**config.mk**
```make
export PLATFORM = sky130hd
export DESIGN_NAME = diffeq_controller_flat
export DESIGN_NICKNAME = d
export VERILOG_FILES = /design/src/rtl/diffeq_pkg.sv /design/src/rtl/diffeq_controller_if.sv /design/src/rtl/diffeq_wait_timer.sv /design/src/rtl/diffeq_controller.sv /design/src/flat_wrapper.sv
export SDC_FILE = /design/constraint.sdc
export NUM_CORES = 1
export LEC_CHECK = 0
export CAP_MARGIN = 20
export CORE_MARGIN = 2
export CORE_UTILIZATION = 40
export DETAILED_ROUTE_END_ITERATION = 8
export PLACE_DENSITY = 0.72
export SYNTH_ARGS = -nofsm -noshare
export SYNTH_HDL_FRONTEND = slang
export SYNTH_SLANG_ARGS = --single-unit
export TNS_END_PERCENT = 10
```
**constraint.sdc**
```tcl
create_clock -name clk -period 4.5 [get_ports clk]
set_input_delay 0.9 -clock clk [delete_from_list [all_inputs] [get_ports clk]]
set_output_delay 0.9 -clock clk [all_outputs]
set_load 0.02 [all_outputs]
```
**src/rtl/diffeq_pkg.sv**
```systemverilog
// Shared encodings for the differential-equation controller and its datapath.
package diffeq_pkg;

    // Datapath state codes; the datapath decodes these same values.
    localparam logic [2:0] ST_IDLE = 3'b000;
    localparam logic [2:0] ST_READ = 3'b001;
    localparam logic [2:0] ST_C1   = 3'b010;
    localparam logic [2:0] ST_C2   = 3'b011;
    localparam logic [2:0] ST_C3   = 3'b100;
    localparam logic [2:0] ST_C4   = 3'b101;
    localparam logic [2:0] ST_DONE = 3'b110;

    // Operand index: the host delivers operands in this order.
    localparam logic [1:0] OP_X  = 2'd0;
    localparam logic [1:0] OP_DX = 2'd1;
    localparam logic [1:0] OP_A  = 2'd2;
    localparam logic [1:0] OP_U  = 2'd3;

endpackage

```
**src/rtl/diffeq_controller_if.sv**
```systemverilog
// Host handshake plus datapath control bundle for the diffeq controller.
interface diffeq_controller_if #(
    parameter int ITER_W = 8
);
    logic              start;
    logic              in_valid;
    logic              in_ready;
    logic              compute_done;
    logic              continue_while;
    logic              load_x;
    logic              load_dx;
    logic              load_a;
    logic              load_u;
    logic [2:0]        state;
    logic              busy;
    logic              done;
    logic              error;
    logic [ITER_W-1:0] iter_count;

    // Controller side: sequences the datapath and answers the host.
    modport master (
        input  start, in_valid, compute_done, continue_while,
        output in_ready, load_x, load_dx, load_a, load_u,
        output state, busy, done, error, iter_count
    );

    // Host/datapath side.
    modport slave (
        output start, in_valid, compute_done, continue_while,
        input  in_ready, load_x, load_dx, load_a, load_u,
        input  state, busy, done, error, iter_count
    );
endinterface

```
**src/rtl/diffeq_wait_timer.sv**
```systemverilog
// Per-compute-state cycle counter: masks early done flags and flags a stall.
module diffeq_wait_timer #(
    parameter int DONE_LAT = 2,
    parameter int TIMEOUT  = 64
) (
    input  logic clk,
    input  logic reset,
    input  logic clear,
    output logic gate_open,
    output logic timeout
);
    localparam int CNT_W = $clog2(TIMEOUT + 1);

    logic [CNT_W-1:0] wait_cnt;

    // Count cycles since state entry, saturating so a stall never wraps.
    always_ff @(posedge clk or posedge reset) begin
        if (reset)
            wait_cnt <= '0;
        else if (clear)
            wait_cnt <= '0;
        else if (wait_cnt != CNT_W'(TIMEOUT))
            wait_cnt <= wait_cnt + 1'b1;
    end

    // Done is trusted only once the datapath done pipeline has flushed.
    assign gate_open = (wait_cnt >= CNT_W'(DONE_LAT));
    // Last allowed cycle: leaving on this edge gives exactly TIMEOUT cycles.
    assign timeout   = (wait_cnt >= CNT_W'(TIMEOUT - 1));

endmodule

```
**src/rtl/diffeq_controller.sv**
```systemverilog
// Control FSM for the differential-equation datapath: operand load,
// four-state compute loop, iteration limit and stall abort.
module diffeq_controller
    import diffeq_pkg::*;
#(
    parameter int MAX_ITER = 255,
    parameter int DONE_LAT = 2,
    parameter int TIMEOUT  = 64,
    parameter int ITER_W   = 8
) (
    input  logic                clk,
    input  logic                reset,
    diffeq_controller_if.master bus
);
    localparam logic [ITER_W-1:0] MAX_ITER_C = ITER_W'(MAX_ITER);

    logic [2:0]        state_q, state_d;
    logic [1:0]        op_idx_q;
    logic              loop_flag_q;
    logic [ITER_W-1:0] iter_q;
    logic              error_q, busy_q, done_q;
    logic              abort;
    logic              accept, done_ok, loop_take;
    logic              gate_open, timeout;
    logic [ITER_W-1:0] iter_next;

    function automatic logic [ITER_W-1:0] sat_inc(input logic [ITER_W-1:0] v);
        return (v == {ITER_W{1'b1}}) ? v : v + 1'b1;
    endfunction

    diffeq_wait_timer #(
        .DONE_LAT (DONE_LAT),
        .TIMEOUT  (TIMEOUT)
    ) u_wait_timer (
        .clk       (clk),
        .reset     (reset),
        .clear     (state_d != state_q),
        .gate_open (gate_open),
        .timeout   (timeout)
    );

    assign accept    = bus.in_valid && (state_q == ST_READ);
    assign done_ok   = gate_open && bus.compute_done;
    assign loop_take = loop_flag_q || bus.continue_while;
    assign iter_next = sat_inc(iter_q);

    // Next-state decode and abort detection (stall or iteration limit).
    always_comb begin
        state_d = state_q;
        abort   = 1'b0;
        case (state_q)
            ST_IDLE: if (bus.start) state_d = ST_READ;
            ST_READ: if (accept && op_idx_q == OP_U) state_d = ST_C1;
            ST_C1, ST_C2, ST_C3: begin
                if (done_ok)
                    state_d = state_q + 3'd1;
                else if (timeout) begin
                    state_d = ST_DONE;
                    abort   = 1'b1;
                end
            end
            ST_C4: begin
                if (done_ok) begin
                    if (loop_take && iter_next < MAX_ITER_C)
                        state_d = ST_C1;
                    else begin
                        state_d = ST_DONE;
                        abort   = loop_take;
                    end
                end else if (timeout) begin
                    state_d = ST_DONE;
                    abort   = 1'b1;
                end
            end
            ST_DONE: state_d = ST_IDLE;
            default: state_d = ST_IDLE;
        endcase
    end

    // State register plus registered status outputs derived from next state.
    always_ff @(posedge clk or posedge reset) begin
        if (reset) begin
            state_q <= ST_IDLE;
            busy_q  <= 1'b0;
            done_q  <= 1'b0;
        end else begin
            state_q <= state_d;
            busy_q  <= (state_d != ST_IDLE);
            done_q  <= (state_d == ST_DONE);
        end
    end

    // Run bookkeeping: operand index, loop request, iteration count, sticky error.
    always_ff @(posedge clk or posedge reset) begin
        if (reset) begin
            op_idx_q    <= OP_X;
            loop_flag_q <= 1'b0;
            iter_q      <= '0;
            error_q     <= 1'b0;
        end else begin
            if (state_q == ST_IDLE && bus.start) begin
                op_idx_q <= OP_X;
                iter_q   <= '0;
                error_q  <= 1'b0;
            end
            if (accept)
                op_idx_q <= op_idx_q + 2'd1;
            if (state_q == ST_C4 && done_ok)
                iter_q <= iter_next;
            if (abort)
                error_q <= 1'b1;
            if (state_d == ST_C4 && state_q != ST_C4)
                loop_flag_q <= 1'b0;
            else if (state_q == ST_C4 && bus.continue_while)
                loop_flag_q <= 1'b1;
        end
    end

    assign bus.in_ready   = (state_q == ST_READ);
    assign bus.load_x     = accept && (op_idx_q == OP_X);
    assign bus.load_dx    = accept && (op_idx_q == OP_DX);
    assign bus.load_a     = accept && (op_idx_q == OP_A);
    assign bus.load_u     = accept && (op_idx_q == OP_U);
    assign bus.state      = state_q;
    assign bus.busy       = busy_q;
    assign bus.done       = done_q;
    assign bus.error      = error_q;
    assign bus.iter_count = iter_q;

endmodule

```
**src/flat_wrapper.sv**
```systemverilog
// flat-port wrapper written by rule: the top's interface ports become plain ports
module diffeq_controller_flat import diffeq_pkg::*;
#(
    parameter int MAX_ITER = 255,
    parameter int DONE_LAT = 2,
    parameter int TIMEOUT  = 64,
    parameter int ITER_W   = 8
)
  (clk, reset, bus_start, bus_in_valid, bus_compute_done, bus_continue_while, bus_in_ready, bus_load_x, bus_load_dx, bus_load_a, bus_load_u, bus_state, bus_busy, bus_done, bus_error, bus_iter_count);
  diffeq_controller_if #(.ITER_W(ITER_W)) bus_i ();
  input  logic clk;
  input  logic reset;
  input wire logic [$bits(bus_i.start)-1:0] bus_start;
  input wire logic [$bits(bus_i.in_valid)-1:0] bus_in_valid;
  input wire logic [$bits(bus_i.compute_done)-1:0] bus_compute_done;
  input wire logic [$bits(bus_i.continue_while)-1:0] bus_continue_while;
  output wire logic [$bits(bus_i.in_ready)-1:0] bus_in_ready;
  output wire logic [$bits(bus_i.load_x)-1:0] bus_load_x;
  output wire logic [$bits(bus_i.load_dx)-1:0] bus_load_dx;
  output wire logic [$bits(bus_i.load_a)-1:0] bus_load_a;
  output wire logic [$bits(bus_i.load_u)-1:0] bus_load_u;
  output wire logic [$bits(bus_i.state)-1:0] bus_state;
  output wire logic [$bits(bus_i.busy)-1:0] bus_busy;
  output wire logic [$bits(bus_i.done)-1:0] bus_done;
  output wire logic [$bits(bus_i.error)-1:0] bus_error;
  output wire logic [$bits(bus_i.iter_count)-1:0] bus_iter_count;
  assign bus_i.start = bus_start;
  assign bus_i.in_valid = bus_in_valid;
  assign bus_i.compute_done = bus_compute_done;
  assign bus_i.continue_while = bus_continue_while;
  assign bus_in_ready = bus_i.in_ready;
  assign bus_load_x = bus_i.load_x;
  assign bus_load_dx = bus_i.load_dx;
  assign bus_load_a = bus_i.load_a;
  assign bus_load_u = bus_i.load_u;
  assign bus_state = bus_i.state;
  assign bus_busy = bus_i.busy;
  assign bus_done = bus_i.done;
  assign bus_error = bus_i.error;
  assign bus_iter_count = bus_i.iter_count;
  diffeq_controller #(.MAX_ITER(MAX_ITER), .DONE_LAT(DONE_LAT), .TIMEOUT(TIMEOUT), .ITER_W(ITER_W)) u_core (.clk(clk), .reset(reset), .bus(bus_i));
endmodule
```
# Word level (Yosys, flattened, before mapping)
# Cells that the tools add are included.
totals:
  register_bits: 24
  in_bits: 6
op_classes:
  n_addsub: 4
  n_lt_le_gt_ge: 3
  eq_ne: 14
  n_mux: 23
  reduce_logical: 21
op_table:
  columns: ["operator", "n"]
  rows:
  - ["2-to-1 mux 8 bit", 3]
  - ["2-to-1 mux 3 bit", 6]
  - ["2-to-1 mux 7 bit", 2]
  - ["== test 3 bit (second input constant)", 4]
  - ["one-hot mux 3 bit (4 select lines)", 1]
  - ["logical AND 1 bit", 11]
  - ["nonzero test 2 bit", 5]
  - ["adder 8 x 1 -> 8 bit (second input constant)", 1]
  - ["== test 8 bit (second input constant)", 1]
  - ["less-than comparator 8 bit (second input constant)", 1]
  - ["2-to-1 mux 1 bit", 8]
  - ["adder 7 x 1 -> 7 bit (second input constant)", 1]
  - ["greater-or-equal comparator 7 x 2 -> 1 bit (second input constant)", 1]
  - ["greater-or-equal comparator 7 x 6 -> 1 bit (second input constant)", 1]
  - ["!= test 7 bit (second input constant)", 1]
  - ["== test 3 x 2 -> 1 bit (second input constant)", 2]
  - ["== test 2 bit (second input constant)", 2]
  - ["2-to-1 mux 2 bit", 2]
  - ["adder 3 x 1 -> 3 bit (second input constant)", 1]
  - ["== test 3 x 1 -> 1 bit (second input constant)", 1]
  - ["zero test 3 bit", 1]
  - ["!= test 3 bit", 1]
  - ["!= test 3 bit (second input constant)", 1]
  - ["nonzero test 3 bit", 1]
  - ["6 further kinds", 6]

# Depth between registers and ports, before layout
logic_depth:
  word_depth: 10
  mapped_depth: 9
  mapped_depth_nobuf: 8

# Cells and area by module
# Synthesis repeated with hierarchy kept, for this count alone.
hier_totals:
  cells_unflattened: 195
  hier_area_um2: 1737.9
modules_own_cells:
  columns: ["mod", "n_inst", "cells_per_inst", "area_each_um2", "seq_area_each_um2"]
  rows:
  - ["diffeq_controller", 1, 150, 1313.8, 425.4]
  - ["diffeq_wait_timer", 1, 45, 424.2, 175.2]

# Least setup slack after synthesis
# Ideal clock, no wire load.
synth_path:
  path_type: "register -> output"
  from: "register u_core.state_q[1], in the netlist u_core.bus.state[1]"
  to: "output port bus_load_u"
  arrival_ns: 1.678
  required_time_ns: 3.600
  setup_slack_ns: 1.922
  stages_incl_launch_ff: 7
  path_cell_list: "dfrtp_1 > inv_1 > ha_1 > nor2b_1 > clkbuf_1 > nand3_1 > inv_1"
synth_via:
  elab_chain_cells: 3
synth_rtl:
  columns: ["element", "line_no", "source"]
  rows:
  - ["start: declaration", "diffeq_controller.sv:17", "logic [2:0] state_q, state_d;"]
  - ["start signal: assignment", "diffeq_controller.sv:87", "state_q <= state_d;"]
  - ["== test 3 x 1 -> 1 bit", null, null]
  - ["net bus_in_ready", "flat_wrapper.sv:17", "output wire logic [$bits(bus_i.in_ready)-1:0] bus_in_ready;"]
  - ["logical AND 1 bit", "diffeq_controller.sv:42", "assign accept = bus.in_valid && (state_q == ST_READ);"]
  - ["logical AND 1 bit", "diffeq_controller.sv:123", "assign bus.load_u = accept && (op_idx_q == OP_U);"]
  - ["end: declaration", "flat_wrapper.sv:21", "output wire logic [$bits(bus_i.load_u)-1:0] bus_load_u;"]
# The timed path passes the listed nets, and every way through them passes these cells.

# Worst setup path in the final report
layout_path:
  from: "register u_core.state_q[1], in the netlist u_core.bus.state[1]"
  to: "output port bus_load_u"
layout_via:
  elab_chain_cells: 3
layout_rtl:
  columns: ["element", "line_no"]
  rows:
  - ["== test 3 x 1 -> 1 bit", "diffeq_controller.sv:42"]
  - ["logical AND 1 bit", "diffeq_controller.sv:42"]
  - ["logical AND 1 bit", "diffeq_controller.sv:123"]
# No other way between the ends.

==> flow_summary.json <==
{
  "drt_iter0_drc": 83,
  "grt-ovfl-total": 0,
  "cp.arrival_ns": 2.51,
  "cts_made_buffers": 3,
  "r2r_setup_slack_ns": 1.85,
  "async_flop_share_pct": 100,
  "nets": 223,
  "synthToLayoutAreaGrowth_pct": 20.5,
  "timing.rr.end": "u_core.u_wait_timer.wait_cnt[0]$_DFFE_PP0P_",
  "synth_simple_gate_area_share_pct": 23.3,
  "fp.dieW_um": 68.1,
  "wl_um": 3460,
  "r2r-start": "u_core.bus.state[1]$_DFF_PP0_",
  "slew_violations": 0,
  "leakage_nw": 0.872,
  "clock_sinks": 24,
  "finalWeightedCongestion": 0.820,
  "design.core.area_sq_um": 3970,
  "grt_max_degree": 25,
  "clkTransAtPathRegs_ns": 0.09,
  "vias": 1428,
  "synthTopCellsByCount": "24 x dfrtp_1, 13 x ha_1, 13 x nand2_1, 12 x inv_1, 11 x nand3_1",
  "core.rowCount": 23,
  "synth.area.top_cells": "dfrtp_1 37%, ha_1 9.9%, a211oi_1 3.7%",
  "rr_worst_depth": 8,
  "port_buffers": 24,
  "synth_top_area_share_pct": 36.5,
  "min-delay-start": "u_core.bus.error$_DFFE_PP0P_",
  "synth_fp_nets": 199,
  "syn_inst": 180,
  "ios": 25,
  "grt_pass1_vias": 1348,
  "dieArea_sq_um": 4640,
  "synth_area_sq_um": 1640,
  "cts_tree": "done",
  "grt_use_total_pct": 17.2,
  "hold_end": "u_core.bus.error$_DFFE_PP0P_",
  "cp-start-kind": "flip-flop",
  "min_delay_path_depth": 2,
  "critPathMaxFanout": 9,
  "wl_per_cell_um": 13.7,
  "rsz0062_at_grt": "false",
  "power-per-cell-area_nw_per_um2": 451,
  "antenna_found_initial": 0,
  "outcome": "complete, no violations",
  "drc": 0,
  "drtAntennaViolNets": 0,
  "cp-end-kind": "output port",
  "finalHoldViolCount": 0,
  "synth_compound_area_share_pct": 22.4,
  "required_ns": 3.60,
  "vdd.ir_drop.worst_v": 0.000259,
  "synth-seq-cells": 24,
  "ys_warn_count": 0,
  "worstSkewPairLatency_ns": 0.27,
  "synth_top_area_cell": "dfrtp_1",
  "holdCritPathClass": "flip-flop to flip-flop",
  "cts_resized": 0,
  "clockBufferDepth": 2,
  "final-setup-viol-count": 0,
  "tns_ns": 0,
  "grt_pass1_wl_um": 6040,
  "diodes": 0,
  "synthMuxAreaShare_pct": 1.29,
  "place_hpwl_um": 2610,
  "die_h_um": 68.1,
  "max_freq_ghz": 0.293,
  "start_util_pct": 41.4,
  "synth_edf_count": 0,
  "root_buffer": "clkbuf_8",
  "synth.most_common_cell": "dfrtp_1",
  "dr.pass1.iters": 4,
  "tightest_slew_ns": 0.909,
  "synth_area_per_cell_sq_um": 9.13,
  "worst_hold_slack_ns": 0.533,
  "max_slew_margin_pct": 39.4,
  "synth.yosys.seq_area_share_pct": 36.5,
  "h-tree-depth": 1,
  "ctsHoldBuffers": 0,
  "post_cts_buffers": 0,
  "finalCriticalPeriod_ns": 3.41,
  "clock_skew_ns": 0.00530,
  "via_per_inst": 5.64,
  "synth_top_family_by_area": "simple AND/OR/NAND/NOR gates",
  "ys_types": 48,
  "synth_xor_area_share_pct": 2.66,
  "yosys_most_used_dff": "dfrtp_1",
  "maxCapViolations": 0,
  "min_period_over_period_pct": 75.7,
  "synth_adder_area_share_pct": 9.89,
  "post_route_cells_drive_above_1_share_pct": 6.90,
  "critical_path_class": "flip-flop to output port"
}
## registers in the layout, indices dropped and copies added, names as in the netlist
name / cells
u_core.op_idx_q: 2
u_core.loop_flag_q: 1
u_core.bus.state: 3
u_core.bus.iter_count: 8
u_core.bus.busy: 1
u_core.bus.done: 1
u_core.bus.error: 1
u_core.u_wait_timer.wait_cnt: 7
## cells in the final DEF (no fill, tap or decap), drive strengths merged, types with 2 or more instances in the layout
cell	Yosys	final
a21boi	2	2
clkbuf	4	4
dfrtp	24	24
nand3	12	12
ha	13	13
o221ai	2	2
nor2b	2	2
a21oi	10	10
nor3	6	6
nand4	5	5
nor2	11	11
a2bb2oi	2	2
nand2	14	14
xnor2	2	2
clkdlybuf4s50	0	24
a211oi	8	8
xor2	3	3
or3	3	3
o21bai	2	2
and3	7	7
nand2b	2	2
o22ai	3	3
inv	12	12
a31oi	4	4
o21ai	8	8
## worst max-delay path by stage
stage	startpoint	endpoint	slack, ns	cells after the start
6_report	u_core.bus.state[1]$_DFF_PP0_	bus_load_u	1.09	6
3_3_place_gp	bus_in_valid	bus_load_u	1.28	4
5_1_grt	u_core.bus.state[1]$_DFF_PP0_	bus_load_u	0.89	6
4_1_cts	u_core.bus.state[1]$_DFF_PP0_	bus_load_u	1.10	6
2_1_floorplan	u_core.bus.state[1]$_DFF_PP0_	bus_load_u	1.92	6
3_5_place_dp	bus_in_valid	bus_load_u	1.25	4
## metal layers
| layer | GRT usage, % | wire length [um] | up-vias | part of all wire (%) |
|---|---|---|---|---|
| met4 | 5.75 | 46 | 0 | 1.3 |
| met3 | 2.14 | 94 | 4 | 2.7 |
| met5 | 0 | 0 | - | 0 |
| met1 | 22.8 | 1660 | 686 | 48 |
| met2 | 28.9 | 1650 | 19 | 48 |
| li1 | - | - | 719 | - |
## report_power, final
part / total (mW) / internal (mW) / switching [mW]
sequential: 0.306 / 0.253 / 0.0536
combinational: 0.441 / 0.187 / 0.253
clock: 0.147 / 0.0781 / 0.0687
total: 0.894 / 0.518 / 0.376
## kinds of logic after synthesis
family / Yosys count
compound gates: 50
fa+ha+maj: 13
xor+xnor: 5
mux: 2
flops: 24
buf+inv: 17
simple gates: 69
## worst max-delay path: stages, from the launching register on
cell and delay [ns]:
dfrtp_1 0.49, inv_1 0.12, ha_1 0.30, nor2b_1 0.43, nand3_1 0.19, inv_1 0.11, clkdlybuf4s50_1 0.60
## stage by stage
step	worst slack, ns	power, mW	instances	util (%)	area [sq um]
5_1_grt	0.887	0.969	253	49.9	1980
3_3_place_gp	1.28	0.749	249	48.5	1930
4_1_cts	1.10	0.903	253	49.9	1980
6_report	1.09	0.894	253	49.9	1980
3_5_place_dp	1.25	0.754	249	48.5	1930
2_1_floorplan	1.92	0.617	180	-	1640
## area by class of cell
class	instances	area, sq um
Clock buffer	4	55.1
Fill cell	399	1990
Inverter	12	45.0
Multi-Input combinational cell	139	978
Sequential cell	24	601
Tap cell	50	62.6
Timing Repair Buffer	24	240
(Power assumes the default switching activity.)
